[config.mk]
export PLATFORM = sky130hd
export DESIGN_NAME = hash_out_buf
export DESIGN_NICKNAME = d
export VERILOG_FILES = /design/src/rtl/hash_out_buf.sv
export SDC_FILE = /design/constraint.sdc
export NUM_CORES = 1
export LEC_CHECK = 0
export CORE_UTILIZATION = 49
export CTS_CLUSTER_DIAMETER = 60
export CTS_CLUSTER_SIZE = 40
export DETAILED_ROUTE_END_ITERATION = 10
export PLACE_DENSITY = 0.75
export SYNTH_ARGS = -nofsm -noshare
export SYNTH_HDL_FRONTEND = slang
export SYNTH_SLANG_ARGS = --single-unit
export TNS_END_PERCENT = 50
[constraint.sdc]
create_clock -name clk -period 3.4 [get_ports clk]
set_clock_uncertainty 0.15 [all_clocks]
set_input_delay 0.34 -clock clk [delete_from_list [all_inputs] [get_ports clk]]
set_output_delay 0.34 -clock clk [all_outputs]
set_load 0.05 [all_outputs]
[src/rtl/hash_out_buf.sv]
// hash_out_buf: buffers a digest byte stream and drains it to a host.
// Define HASH_OUT_BUF_CRC_EN to append a CRC-8 trailer byte per record.
module hash_out_buf (
    input  logic       clk,
    input  logic       nreset,
    input  logic [5:0] nn_i,
    input  logic       h_v_i,
    input  logic [7:0] h_i,
    input  logic       rd_i,
    input  logic       clr_i,
    output logic       out_v_o,
    output logic [7:0] out_o,
    output logic       last_o,
    output logic       busy_o,
    output logic       ovf_o
);

`ifdef HASH_OUT_BUF_CRC_EN
    typedef enum logic [1:0] {IDLE, CAPTURE, DRAIN, CRC} state_t;
`else
    typedef enum logic [1:0] {IDLE, CAPTURE, DRAIN} state_t;
`endif

    state_t     state, state_nx;
    logic [7:0] mem [32];
    logic [5:0] wr_cnt, rd_cnt, n_q, n_eff;
    logic       ovf_q;
    logic       rd_last, pop, final_pop, start, cap_wr, ovf_set;

    assign n_eff   = (nn_i == 6'd0 || nn_i > 6'd32) ? 6'd32 : nn_i;
    assign pop     = rd_i && out_v_o;
    assign rd_last = (rd_cnt == n_q - 6'd1);

`ifdef HASH_OUT_BUF_CRC_EN
    logic [7:0] crc_q;

    function automatic logic [7:0] crc8(input logic [7:0] c,
                                        input logic [7:0] d);
        logic [7:0] r;
        r = c ^ d;
        for (int i = 0; i < 8; i++)
            r = r[7] ? ({r[6:0], 1'b0} ^ 8'h07) : {r[6:0], 1'b0};
        return r;
    endfunction

    assign final_pop = pop && (state == CRC);
`else
    assign final_pop = pop && (state == DRAIN) && rd_last;
`endif

    // A byte arriving on the final pop opens the next record.
    assign start   = h_v_i && (state == IDLE || final_pop);
    assign cap_wr  = h_v_i && (state == CAPTURE);
    assign ovf_set = h_v_i && out_v_o && !final_pop;

    always_ff @(posedge clk or negedge nreset) begin
        if (!nreset) state <= IDLE;
        else         state <= state_nx;
    end

    always_comb begin
        state_nx = state;
        case (state)
            CAPTURE: if (h_v_i && wr_cnt == n_q - 6'd1) state_nx = DRAIN;
`ifdef HASH_OUT_BUF_CRC_EN
            DRAIN:   if (pop && rd_last) state_nx = CRC;
            CRC:     if (final_pop) state_nx = IDLE;
`else
            DRAIN:   if (final_pop) state_nx = IDLE;
`endif
            default: ;
        endcase
        if (start) state_nx = (n_eff == 6'd1) ? DRAIN : CAPTURE;
    end

    always_comb begin
        out_v_o = 1'b0;
        out_o   = 8'h00;
        last_o  = 1'b0;
        case (state)
            DRAIN: begin
                out_v_o = 1'b1;
                out_o   = mem[rd_cnt[4:0]];
`ifndef HASH_OUT_BUF_CRC_EN
                last_o  = rd_last;
`endif
            end
`ifdef HASH_OUT_BUF_CRC_EN
            CRC: begin
                out_v_o = 1'b1;
                out_o   = crc_q;
                last_o  = 1'b1;
            end
`endif
            default: ;
        endcase
    end

    assign busy_o = (state != IDLE);
    assign ovf_o  = ovf_q;

    always_ff @(posedge clk or negedge nreset) begin
        if (!nreset) begin
            wr_cnt <= 6'd0;
            rd_cnt <= 6'd0;
            n_q    <= 6'd0;
        end else if (start) begin
            wr_cnt <= 6'd1;
            rd_cnt <= 6'd0;
            n_q    <= n_eff;
        end else if (final_pop) begin
            wr_cnt <= 6'd0;
            rd_cnt <= 6'd0;
        end else if (cap_wr) begin
            wr_cnt <= wr_cnt + 6'd1;
        end else if (pop) begin
            rd_cnt <= rd_cnt + 6'd1;
        end
    end

    always_ff @(posedge clk) begin
        if (start)       mem[0] <= h_i;
        else if (cap_wr) mem[wr_cnt[4:0]] <= h_i;
    end

`ifdef HASH_OUT_BUF_CRC_EN
    always_ff @(posedge clk or negedge nreset) begin
        if (!nreset)        crc_q <= 8'h00;
        else if (final_pop) crc_q <= 8'h00;
        else if (pop)       crc_q <= crc8(crc_q, out_o);
    end
`endif

    // Set wins over clear.
    always_ff @(posedge clk or negedge nreset) begin
        if (!nreset)      ovf_q <= 1'b0;
        else if (ovf_set) ovf_q <= 1'b1;
        else if (clr_i)   ovf_q <= 1'b0;
    end

endmodule

=== Word-level counts from Yosys, hierarchy flattened ===
Memories as Yosys holds them, arrays and structs flattened.
Index checks and enable logic that the tools add are counted.

* Flip-flop bits (word level): 21
* Memory bits (writable): 256
* Input port bits: 19
* Output and inout bits: 12
* Word-level logic and storage cells: 65
* Memories kept: 1

{| class="wikitable"
|+ Memories
! name !! depth !! bits a word !! read ports !! clocked after memory_dff !! write ports !! line !! text
|-
| mem || 32 || 8 || 1 || 0 || 1 || 25 || <nowiki>logic [7:0] mem [32];</nowiki>
|}

* Add/subtract/negate cells: 3
* $lt $le $gt $ge: 1
* Equality and inequality tests: 8
* Mux-type cells: 26
* Reductions and logical operators: 21

{| class="wikitable"
|+ Operators with widths
! kind !! count
|-
| 2-to-1 mux 6 bit || 8
|-
| 2-to-1 mux 8 bit || 2
|-
| adder 6 x 1 -> 6 bit (second input constant) || 2
|-
| == test 6 bit || 2
|-
| 2-to-1 mux 1 bit || 10
|-
| nonzero test 3 bit || 3
|-
| logical AND 1 bit || 8
|-
| 2-to-1 mux 2 bit || 4
|-
| OR reduction 8 bit || 1
|-
| == test 6 x 1 -> 1 bit (second input constant) || 1
|-
| > comparator 6 bit (second input constant) || 1
|-
| zero test 6 bit || 1
|-
| != test 3 bit (second input constant) || 2
|-
| subtractor 6 x 1 -> 6 bit (second input constant) || 1
|-
| 2-to-1 mux 5 bit || 1
|-
| one-hot mux 2 bit (2 select lines) || 1
|-
| nonzero test 2 bit || 2
|-
| != test 3 x 2 -> 1 bit (second input constant) || 1
|-
| AND reduction 3 bit || 1
|-
| == test 2 x 1 -> 1 bit (second input constant) || 1
|-
| == test 2 bit (second input constant) || 1
|-
| zero test 2 bit || 1
|-
| logical OR 1 bit || 2
|-
| AND reduction 2 bit || 1
|-
| zero test 1 bit || 1
|}

=== Depth between registers and ports, before layout ===
* Word-level depth: 11
* Gate-level depth with buffers: 8
* Depth with buffers taken out: 7

=== Worst setup path after synthesis ===
OpenSTA, ideal clock, no wires.

* Path kind: register to output
* From: register n_q[0]
* To: output port last_o
* Arrival: 3.113 ns
* Required time: 2.910 ns
* Slack: -0.203 ns
* Cell stages (with the launch flop): 8
* Path buffers: 1
* Path through: dfrtp_1 -> inv_1 -> ha_1 -> xnor2_1 -> xnor2_1 -> or4_1 -> buf_6 -> nor4_1

* Longest elaborated chain between the ends: 3

{| class="wikitable"
|+ Ends and longest elaborated chain
! element !! line !! text
|-
| start, declared || 26 || <nowiki>logic [5:0] wr_cnt, rd_cnt, n_q, n_eff;</nowiki>
|-
| start signal, assigned || 110 || <nowiki>n_q <= n_eff;</nowiki>
|-
| subtractor 6 x 1 -> 6 bit || 32 || <nowiki>assign rd_last = (rd_cnt == n_q - 6'd1);</nowiki>
|-
| == test 6 bit || 32 ||
|-
| 2-to-1 mux 1 bit || 80 || <nowiki>case (state)</nowiki>
|-
| end, declared || 13 || <nowiki>output logic last_o,</nowiki>
|}

No other way between the ends.

=== Final worst setup path ===
* From: register rd_cnt[0]
* To: output port out_o[1]

* Longest elaborated chain between the ends: 2

{| class="wikitable"
|+ Ends and longest elaborated chain
! element !! line !! text
|-
| start, declared || 26 ||
|-
| start signal, assigned || 117 || <nowiki>rd_cnt <= rd_cnt + 6'd1;</nowiki>
|-
| memory (32 x 8 bit) || -- ||
|-
| 2-to-1 mux 8 bit || 80 ||
|-
| end, declared || 12 || <nowiki>output logic [7:0] out_o,</nowiki>
|}

No other way between the ends.

==> flow_summary.json <==
{
  "outcome": "finished, final reports clean",
  "muxShareOfSynthArea_pct": 16.3,
  "critPathLaunch": "rd_cnt[0]",
  "cts_root_buffer": "clkbuf_16",
  "netlist_area_um2": 11300,
  "crit_required_ns": 2.91,
  "clk_path_buf_depth": 3,
  "multi_input_area_um2": 2950,
  "first_pass_iters": 5,
  "ys_warn_count": 0,
  "final_antenna_net_count": 0,
  "postLayoutCoreUtil_pct": 56.8,
  "track_usage_pct": 20.0,
  "nFillCells": 1610,
  "portBuffers": 30,
  "drc": 0,
  "rows": 55,
  "cts_buffers": 16,
  "synth_edf_count": 256,
  "die_h_um": 154,
  "gp_congestion": 0.868,
  "via_count": 5640,
  "cpMaxStageDelayCell": "dfrtp_4",
  "path_buf_inv": 2,
  "hold_ws_ns": 0.226,
  "maxCapViolations": 0,
  "clock-sinks": 277,
  "syn2layout_area_growth_pct": 13.7,
  "dp_slack_ns": 0.361,
  "synth_compound_gate_area_share_pct": 2.48,
  "antenna_found_initial": 0,
  "max_clock_freq_ghz": 0.302,
  "crit_path_start_kind": "flip-flop",
  "cpPeakStageDelay_ns": 0.61,
  "hold_violations": 0,
  "cp-end-kind": "output port",
  "hold_class": "in -> async",
  "overflow": 0,
  "viasPerCell": 5.91,
  "power_leakage_nw": 4.14,
  "criticalPathCategory": "reg -> out",
  "synth_xor_area_share_pct": 2.10,
  "start_util_pct": 49.9,
  "antennaDiodeCount": 0,
  "tightestPinTransition_ns": 0.971,
  "synth-async-reset-ratio_pct": 7.58,
  "cts_max_level": 1,
  "die_w_um": 154,
  "grt_max_degree": 36,
  "io_pins": 31,
  "worstPathMaxFanout": 16,
  "ir_worst_vdd_mv": 0.344,
  "fin_tns_setup_ns": 0,
  "p_per_area_nw_per_um2": 700,
  "routed_wl_mm": 22.6,
  "synthAdderAreaFrac_pct": 0.332,
  "synth_seq_cells": 277,
  "core_area_um2": 22600,
  "worstPathArrival_ns": 2.82,
  "seq_area_frac_synth_pct": 72.6,
  "post-route-period-util_pct": 97.3,
  "yosys.area_share.simple_pct": 4.75,
  "drive_gt1_share_pct": 26.3,
  "wire_per_inst_um": 23.7,
  "synth.net_count": 607,
  "grt_pass1_vias": 5829,
  "hold_buffers": 0,
  "seqCellArea_um2": 8220,
  "slew_headroom_pct": 35.1,
  "insertion_delay_ns": 0.49,
  "final_nets": 681,
  "setup_ws_ns": 0.0917,
  "critPathTopFamily": "multiplexers",
  "crit_chain": "buf_12 > mux4_2 > mux2i_1 > a22oi_1 > and3_1 > buf_4",
  "clkTransAtPathRegs_ns": 0.10,
  "synthFlopType": "edfxtp_1",
  "syn_area_per_cell_um2": 19.3,
  "place.detailed.hpwl_mm": 14.7,
  "final_area_um2": 12900,
  "grt_pass1_wl_mm": 35.0,
  "synthCells": 585,
  "fin_crit_ns": 3.31,
  "yosysUniqueCellTypes": 47,
  "dpl_cell_area_um2": 12200,
  "drv_slew": 0,
  "grt_setup_unrepaired": "no",
  "drtIter0Drc": 562,
  "cts_tree": "yes",
  "setup_violations": 0,
  "die_area_um2": 23700,
  "synth_top_family_by_area": "multiplexers",
  "reg2reg_from": "n_q[0]"
}
==> cell usage in the layout, fill, tap and decap left out, types with 3 or more instances in the layout <==
master           count
nand3b_1             3
nand4_1              6
inv_1                5
nor2_1              37
and3_1               8
nor3_1               4
nand3_1              4
nor2b_1              9
ha_1                 3
dfrtp_1             18
a21oi_1             10
clkdlybuf4s50_1     21
buf_4               63
edfxtp_1           256
clkbuf_16           17
mux2_4               4
o21ai_0              4
mux2i_1             34
a22oi_1             16
xnor2_1             12
nand2_1             12
buf_12               4
xor2_1               9
mux4_2              64
==> routing by layer <==
metal | global-route usage, % | part of all wire [%] | up-vias | wire length (µm)
met4 | 5.86 | 2.4 | 0 | 539
met3 | 3.35 | 7.4 | 33 | 1670
met5 | 0 | 0 | - | 0
met2 | 33.6 | 50 | 231 | 11300
li1 | - | - | 2502 | -
met1 | 27.1 | 40 | 2874 | 9070
==> registers in the layout, summed over array words and instances (netlist names) <==
register / cells
ovf_o: 1
mem: 256
rd_cnt: 6
state: 2
wr_cnt: 6
n_q: 6
==> layout make-up <==
| class | count | area share, % |
|---|---|---|
| flip-flops and latches | 277 | 63.9 |
| multi-input cells | 270 | 22.9 |
| repair buffers | 89 | 6.02 |
| clock buffers | 17 | 3.31 |
| well taps | 285 | 2.77 |
| clock inverters | 11 | 0.905 |
| inverters | 5 | 0.146 |
==> Yosys cell counts, types with 5 or more instances <==
| library cell | count | share of area [%] |
|---|---|---|
| edfxtp_1 | 256 | 68 |
| mux4_2 | 64 | 13 |
| nor2_1 | 37 | 1.2 |
| mux2i_1 | 34 | 3.0 |
| dfrtp_1 | 21 | 4.6 |
| clkbuf_1 | 18 | 0.60 |
| a22oi_1 | 16 | 1.1 |
| xnor2_1 | 13 | 1.0 |
| nand2_1 | 12 | 0.40 |
| a21oi_1 | 10 | 0.44 |
| nor2b_1 | 9 | 0.50 |
| xor2_1 | 9 | 0.70 |
| and3_1 | 8 | 0.44 |
| buf_2 | 7 | 0.31 |
| buf_1 | 6 | 0.20 |
| nand4_1 | 6 | 0.33 |
| inv_1 | 5 | 0.17 |
==> logic make-up (layout without fill, tap and decap cells) <==
family / count (synthesis) / in the layout
adder cells (fa/ha/maj): 3 / 3
XOR/XNOR: 24 / 24
flip-flops: 277 / 277
buffers and inverters: 38 / 122
AO/OA/AOI/OAI: 39 / 39
AND/OR/NAND/NOR: 102 / 102
multiplexers: 102 / 102
==> worst paths after layout <==
check / endpoint / slack (ns) / cells past startpoint
max in group asynchronous: rd_cnt[0] / 2.18 / 1
worst min-delay path: state[0] / 0.23 / 1
min in group clk: n_q[1] / 0.29 / 3
worst min register to register: ovf_o / 0.39 / 2
worst max register to register: mem[28][2] / 0.35 / 8
worst max-delay path: out_o[1] / 0.09 / 6
==> stage by stage <==
step	cells	total power [mW]
floorplan	585	6.05
global placement	918	6.79
detailed placement	918	6.85
CTS	947	8.97
global route	954	9.34
finish	954	8.99
==> what timing repair did <==
item / 4_1_cts / 5_1_grt
setup buffers: 1 / 7
gates resized for setup: 0 / 1
setup endpoints to repair: 4 / 4
==> where the power goes <==
part           internal, mW  switching (mW)
clock network         0.978            1.14
registers              3.85           0.189
logic                  1.34            1.50
total                  6.16            2.83
Power figures use the tool's default switching activity.
